## src/rtl/fir_pkg.sv

```systemverilog
// Shared constants, FSM state type and output rounding for the 64-tap FIR engine.
package fir_pkg;

    localparam int NTAPS = 64;
    localparam int DW    = 16;
    localparam int CW    = 16;
    localparam int FRAC  = 15;
    localparam int AW    = $clog2(NTAPS);
    localparam int ACC_W = DW + CW + AW;

    typedef enum logic [1:0] {
        IDLE,
        MAC,
        OUT
    } state_t;

    localparam logic signed [ACC_W-1:0] SMAX = ACC_W'((1 <<< (DW - 1)) - 1);
    localparam logic signed [ACC_W-1:0] SMIN = -ACC_W'(1 <<< (DW - 1));

    function automatic logic signed [DW-1:0] round_sat(
        input logic signed [ACC_W-1:0] a,
        input int                      frac
    );
        logic signed [ACC_W-1:0] half;
        logic signed [ACC_W-1:0] r;
        half = '0;
        half[frac-1] = 1'b1;
        r = a + half;
        r = r >>> frac;
        if (r > SMAX) begin
            r = SMAX;
        end else if (r < SMIN) begin
            r = SMIN;
        end
        return r[DW-1:0];
    endfunction

endpackage

```

## src/rtl/fir_mac64_dline.sv

```systemverilog
// Circular sample history; read port addresses by age k (0 = newest sample).
module fir_mac64_dline #(
    parameter int N = 64,
    parameter int W = 16
) (
    input  logic                 clk,
    input  logic                 rst,
    input  logic                 we,
    input  logic [W-1:0]         wdata,
    input  logic [$clog2(N)-1:0] k,
    output logic [W-1:0]         rdata
);

    localparam int AW = $clog2(N);

    logic [W-1:0]  mem [N];
    logic [AW-1:0] wr_ptr;
    logic [AW-1:0] rd_ptr;

    // wr_ptr already points past the newest slot, hence the extra -1.
    assign rd_ptr = wr_ptr - AW'(1) - k;
    assign rdata  = mem[rd_ptr];

    always_ff @(posedge clk or posedge rst) begin
        if (rst) begin
            wr_ptr <= '0;
            for (int i = 0; i < N; i++) begin
                mem[i] <= '0;
            end
        end else if (we) begin
            mem[wr_ptr] <= wdata;
            wr_ptr      <= wr_ptr + AW'(1);
        end
    end

endmodule

```

## src/rtl/fir_mac64.sv

```systemverilog
// Time-multiplexed FIR: one accepted sample, NTAPS MAC cycles, one rounded output.
module fir_mac64 #(
    parameter int NTAPS = 64,
    parameter int DW    = 16,
    parameter int CW    = 16,
    parameter int FRAC  = 15
) (
    input  logic                     clk,
    input  logic                     rst,
    input  logic                     in_valid,
    output logic                     in_ready,
    input  logic [DW-1:0]            in_data,
    output logic [$clog2(NTAPS)-1:0] cmem_a,
    input  logic [CW-1:0]            cmem_q,
    output logic                     out_valid,
    input  logic                     out_ready,
    output logic [DW-1:0]            out_data
);

    import fir_pkg::*;

    localparam int KW = $clog2(NTAPS);
    localparam logic [KW-1:0] KLAST = KW'(NTAPS - 1);

    state_t                   state;
    state_t                   state_nx;
    logic                     live;
    logic                     accept;
    logic [KW-1:0]            k;
    logic [DW-1:0]            sample;
    logic signed [DW+CW-1:0]  prod;
    logic signed [ACC_W-1:0]  acc;
    logic signed [ACC_W-1:0]  acc_sum;

    fir_mac64_dline #(
        .N (NTAPS),
        .W (DW)
    ) u_dline (
        .clk   (clk),
        .rst   (rst),
        .we    (accept),
        .wdata (in_data),
        .k     (k),
        .rdata (sample)
    );

    assign accept  = in_valid & in_ready;
    assign prod    = $signed(cmem_q) * $signed(sample);
    assign acc_sum = acc + ACC_W'(prod);

    // live keeps in_ready low while rst is held, even though state is IDLE.
    always_ff @(posedge clk or posedge rst) begin
        if (rst) begin
            state <= IDLE;
            live  <= 1'b0;
        end else begin
            state <= state_nx;
            live  <= 1'b1;
        end
    end

    always_comb begin
        state_nx  = state;
        in_ready  = 1'b0;
        out_valid = 1'b0;
        cmem_a    = '0;
        unique case (state)
            IDLE: begin
                in_ready = live;
                if (in_valid && live) begin
                    state_nx = MAC;
                end
            end
            MAC: begin
                cmem_a = k;
                if (k == KLAST) begin
                    state_nx = OUT;
                end
            end
            OUT: begin
                out_valid = 1'b1;
                if (out_ready) begin
                    state_nx = IDLE;
                end
            end
            default: state_nx = IDLE;
        endcase
    end

    always_ff @(posedge clk or posedge rst) begin
        if (rst) begin
            k        <= '0;
            acc      <= '0;
            out_data <= '0;
        end else if (accept) begin
            k   <= '0;
            acc <= '0;
        end else if (state == MAC) begin
            acc <= acc_sum;
            k   <= k + KW'(1);
            if (k == KLAST) begin
                out_data <= round_sat(acc_sum, FRAC);
            end
        end
    end

endmodule

```

## config.mk

```make
export PLATFORM = sky130hd
export DESIGN_NAME = fir_mac64
export DESIGN_NICKNAME = d
export VERILOG_FILES = /design/src/rtl/fir_pkg.sv /design/src/rtl/fir_mac64_dline.sv /design/src/rtl/fir_mac64.sv
export SDC_FILE = /design/constraint.sdc
export NUM_CORES = 2
export LEC_CHECK = 0
export BUFFER_PORTS_ARGS = -buffer_cell sky130_fd_sc_hd__buf_2
export CELL_PAD_IN_SITES_DETAIL_PLACEMENT = 1
export CELL_PAD_IN_SITES_GLOBAL_PLACEMENT = 1
export CORE_UTILIZATION = 55
export DETAILED_ROUTE_END_ITERATION = 7
export PLACE_DENSITY = 0.85
export RECOVER_POWER = 25
export SETUP_SLACK_MARGIN = 0.4
export SLEW_MARGIN = 20
export SYNTH_ARGS = -nofsm -noshare
export SYNTH_HDL_FRONTEND = slang
export SYNTH_HIERARCHICAL = 1
export SYNTH_SLANG_ARGS = --single-unit
```

## constraint.sdc

```tcl
create_clock -name clk -period 75.9 [get_ports clk]
set_input_delay 22.77 -clock clk [delete_from_list [all_inputs] [get_ports clk]]
set_output_delay 22.77 -clock clk [all_outputs]
set_load 0.02 [all_outputs]
```

* Word level (Yosys, flattened, before mapping) *
Index checks and enable logic that the tools add are counted.

storage, ports and cells
  bits in registers = 1093
  latch bits = 0
  bits in writable memories = 0
  bits in read-only memories = 0
  input port bits = 36
  output and inout bits = 24
  logic and storage cells = 117
  memories kept = 0

operators by class
  $add $sub $neg = 6
  multiply operators = 1
  div/mod/pow operators = 0
  $lt $le $gt $ge = 5
  equal/unequal tests = 6
  shifts and indexed selects = 0
  mux-type cells = 19
  bitwise logic cells = 4
  reductions and logical operators = 6

operators by type and width
  cell                    number
  $bwmux 1024             1
  $bmux 16 s6             1
  $demux 16 s6            1
  $mux 16                 5
  $mux 38                 2
  $add 38x16->38 const B  1
  $add 38x32->38          1
  $mul 16x16->32          1
  $gt 23x16->1 const B    1
  $lt 23x16->1 const B    1
  $mux 6                  3
  $ge 7x7->1 const B      2
  $not 6->7               2
  $add 6x1->6 const B     2
  $lt 7x1->1 const B      1
  $eq 6x6->1 const B      1
  $mux 2                  3
  $pmux 2 s3              1
  $reduce_and 3->1        2
  $sub 6x1->6 const B     1
  $sub 6x6->6             1
  $ne 2x2->1 const B      2
  $eq 2x1->1 const B      1
  $eq 2x2->1 const B      1
  other kinds (7)         9

* Logic depth before layout (Yosys ltp) *
  depth after elaboration = 12
  depth in mapped cells = 42
  depth with buffers taken out = 38

* Cells and area by module *
Netlist, hierarchy kept.

modules (own cells, without submodules)
  module           times used  cells an instance  area an instance (µm²)  sequential area each (µm²)
  fir_mac64_dline  1           2960               48210.0                 25774.7
  fir_mac64        1           1629               15426.0                 1576.5

* Worst setup path after synthesis *
OpenSTA, ideal clock, no wires.

  kind = input -> register
  from = input cmem_q[15]
  to = register out_data[0]
  library setup time = 0.126 ns
  data arrival time = 30.316 ns
  required time = 75.774 ns
  setup slack = 45.458 ns
  cell stages on the path = 27
  path buffers = 2
  path through = clkbuf_1 -> nand2_1 -> inv_1 -> fa_1 -> fa_1 -> inv_1 -> fa_1 -> inv_1 -> fa_1 -> fa_1 -> inv_1 -> fa_1 -> inv_1 -> ha_1 -> nand2_1 -> o21ai_0 -> mux2_2 -> a311o_1 -> a211oi_4 -> nor2b_1 -> nand3_1 -> nor4_4 -> o21ai_2 -> xnor2_4 -> o22ai_2 -> buf_6 -> a221o_1

on the way
  word-level cells in the longest chain between the ends = 6
  elaborated cells between the ends (all ways) = 7
  those cells by class = add/sub: 2; mul: 1; order compare: 2; mux: 2

RTL lines
  item                    RTL line          text
  start: declaration      fir_mac64.sv:14   input logic [CW-1:0] cmem_q,
  $mul 16x16->32 *        fir_mac64.sv:48   assign prod = $signed(cmem_q) * $signed(sample);
  $add 38x32->38 *        fir_mac64.sv:49   assign acc_sum = acc + ACC_W'(prod);
  $add 38x16->38 *        fir_pkg.sv:28     r = a + half;
  $lt 23x16->1            fir_pkg.sv:32     end else if (r < SMIN) begin
  $mux 16                 fir_pkg.sv:32
  $mux 16 *               fir_pkg.sv:30     if (r > SMAX) begin
  end signal: assignment  fir_mac64.sv:102  out_data <= round_sat(acc_sum, FRAC);
  end: declaration        fir_mac64.sv:17   output logic [DW-1:0] out_data

Every way passes the cells marked *; elsewhere a longest branch is shown, timed or not.
A chain may end at the register's enable or synchronous reset.

==> out/metrics.yaml <==
run_status:
  status: "complete, but fails checks"
  violations: "DRC, capacitance limit, slew limit"
sta:
  period_needed_ps: 31260
  fin_ws_ps: 44640
  setup_viol: 0
  rsz0062_at_grt: "no"
  fin_skew_ps: 64.20
  fmax_mhz: 31.99
  totalNegativeSetupSlack_ps: 0
  max-slew-margin-rel_pct: -291.8
  fin_crit_sh_pct: 41.19
  hold_violations: 0
  worst_slew_pin_slew_ps: 5877
  slew_violations: 472
  hold_ws_ps: 482.8
logic_synthesis:
  ys_ff_latch: 1093
  yosysSeqAreaShare_pct: 42.98
  post_synth_inst_count: 4589
  synth-async-reset-ratio_pct: 100.0
  synthesis.area_sq_mm: 0.06364
  ys_warn_count: 6
  synth_area_leaders: "dfrtp_1 (43%), mux2_2 (18%), fa_1 (10%), mux4_2 (9.1%), mux2i_1 (3.8%)"
  postSynthAreaPerCell_sq_um: 13.87
  ys.flop_type: "dfrtp_1"
  synth_top_area_share_pct: 42.98
  syn-num-nets: 5067
  synthDistinctLibCells: 97
  yosysTopAreaCell: "dfrtp_1"
  synth_edf_count: 0
floorplanning:
  die_h_um: 342.2
  die_w_um: 342.2
  die-area_sq_mm: 0.1171
  start_util_pct: 55.58
  std_cell_rows: 124
  core-area_sq_mm: 0.1145
  io_pins: 60
detailed_routing:
  wl_per_cell_um: 29.63
  vias: 38638
  ant_nets: 0
  drc: 40
  via_per_inst: 6.344
  drtIter0Drc: 2597
  first_pass_iters: 7
  wirelength_um: 180500
grt:
  antenna_found_initial: 5
  grt_max_degree: 128
  grt_pass1_wl_um: 281500
  grt-ovfl-total: 0
  track_usage_pct: 31.90
  grt_pass1_vias: 44811
pwr:
  leakagePower_uw: 0.03431
  p_per_area_mw_per_mm2: 33.29
  ir_drop_uv: 90.91
clocking:
  cts-root-buf: "clkbuf_16"
  htree_num_levels: 3
  postCtsSetupRepairBufs: 0
  cts_max_path_buffers: 3
  cts_tree: "yes"
  clk_pin_slew_ps: 60
  clkSinkCount: 1093
  cts-resized-gates: 0
  hold_buffers: 0
  numCtsBuffers: 112
  worst_skew_pair.late_latency_ps: 760
critical_path:
  criticalPathCategory: "input pin to asynchronous set/reset pin"
  crit_path_end_kind: "asynchronous set/reset pin"
  reg2reg_depth: 34
  path_depth: 7
  critPathSlowestCell: "clkinvlp_2"
  cp_data_required_time_ps: 76690
  crit_arrival_ps: 32050
  cp_max_fo: 127
  cp-start-kind: "input pin"
  worst-path-buf-inv: 7
  cp_top_family: "buffers and inverters"
  max_stage_delay_ps: 3190
  path_cells: "clkbuf_1 > clkinvlp_2 > clkbuf_1 > buf_4 > buf_4 > buf_6 > buf_6"
finish:
  stdcell_count: 6090
  regArea_sq_mm: 0.02735
  mostFrequentLayoutCell: "dfrtp_1"
  final_cell_mix: "dfrtp_1 (1093), mux2_2 (999), inv_1 (335)"
  syn2layout_area_growth_pct: 7.373
  multiInputGateArea_sq_mm: 0.03301
  fill_cells: 10701
  nets: 4958
  fin_util_pct: 59.68
  drive_gt1_share_pct: 35.96
place:
  portBuffers: 59
  hpwl_um: 109400
  dp_slack_ps: 44560
  gp_congestion: 0.9032
  post-place-cells: 5878
min_path:
  hold_path_depth: 1
  worstHoldPathType: "flop to flop"
flow_run:
  drv_cap: 12
==> cell families after synthesis <==
kind of cell	after synthesis	share of synthesized area (%)
AO/OA/AOI/OAI	207	2.367
XOR/XNOR	65	0.9713
adder cells (fa/ha/maj)	442	12.50
buffers and inverters	685	5.051
flip-flops	1093	42.98
multiplexers	1527	31.07
other	1	0.005893
AND/OR/NAND/NOR	569	5.049
==> final cells by class <==
cell class                      count  area share [%]
Multi-Input combinational cell   2811           48.31
Sequential cell                  1093           40.03
Clock buffer                      158           4.724
Tap cell                         1512           2.769
Inverter                          337           1.853
Timing Repair Buffer              125           1.199
Clock inverter                     51           1.102
Antenna cell                        3         0.01099
==> worst register-to-register path, delay by kind of cell (launching register included) <==
family | cells | cell delay (ps)
muxes | 6 | 1840
AOI/OAI and AO/OA | 5 | 1280
and+or+nand+nor | 6 | 1710
buffers and inverters | 8 | 2470
adders and majority gates | 8 | 4910
DFF | 1 | 520
xor gates and xnor gates | 1 | 180
==> through the flow <==
stage | cell area, sq um | power [uW]
floorplan | 63640 | 1444
CTS | 68480 | 2285
finish | 68330 | 2274
global route | 68320 | 2374
detailed placement | 64500 | 1678
global placement | 64500 | 1647
==> per-layer routing <==
metal / track usage (%) / up-vias / part of all wire, %
met2: 55.35 / 1246 / 52
met5: 0 / - / 0.025
li1: - / 15810 / -
met3: 4.500 / 511 / 4.8
met1: 39.07 / 21065 / 38
met4: 15.89 / 6 / 5.2
==> state kept, by name, summed over array words and instances (netlist names) <==
register,flops
out_data,16
u_dline/wr_ptr,6
u_dline/mem,1024
live,1
k,6
acc,38
state,2
==> report_power, final <==
part | total, uW | internal, uW | switching, uW | leakage, uW
Combinational | 1020 | 404 | 619 | 0.0172
Clock | 601 | 349 | 252 | 0.00195
Sequential | 650 | 622 | 28.5 | 0.0151
Total | 2270 | 1370 | 900 | 0.0343
==> final timing paths <==
path,start,slack [ps],end
worst max-delay path,rst,44640,u_dline/mem[838]
worst min-delay path,u_dline/mem[515],480,u_dline/mem[515]
worst max register to register,k[0],62910,out_data[4]
worst min register to register,u_dline/mem[515],480,u_dline/mem[515]
max in group clk,cmem_q[15],45330,out_data[4]
min in group asynchronous,rst,23660,acc[32]
==> synthesized netlist by cell type, drive strengths merged (2+ instances only) <==
library cell     n
nand3           16
o21ai           50
fa             323
xor2            26
a21o            12
buf            193
and2           127
a31oi            3
nor3            19
nor2            75
a22oi            2
nand4           12
nand3b           5
a21oi           46
mux4           256
o211ai           9
a2111oi          2
clkbuf         155
mux2          1028
or2              6
inv            337
xnor2           39
a22o            14
a311oi           2
and4             6
o21bai           5
mux2i          243
o22ai           18
ha             119
a211oi           8
nor3b            5
o21a             7
nand2b          11
o31ai            2
nor4b            2
and3            10
nor2b            6
o2111a           2
nor4             6
nand2          251
or4              3
or3              4
dfrtp         1093
a221o           12
No activity file was read; power rests on OpenSTA's default activity.
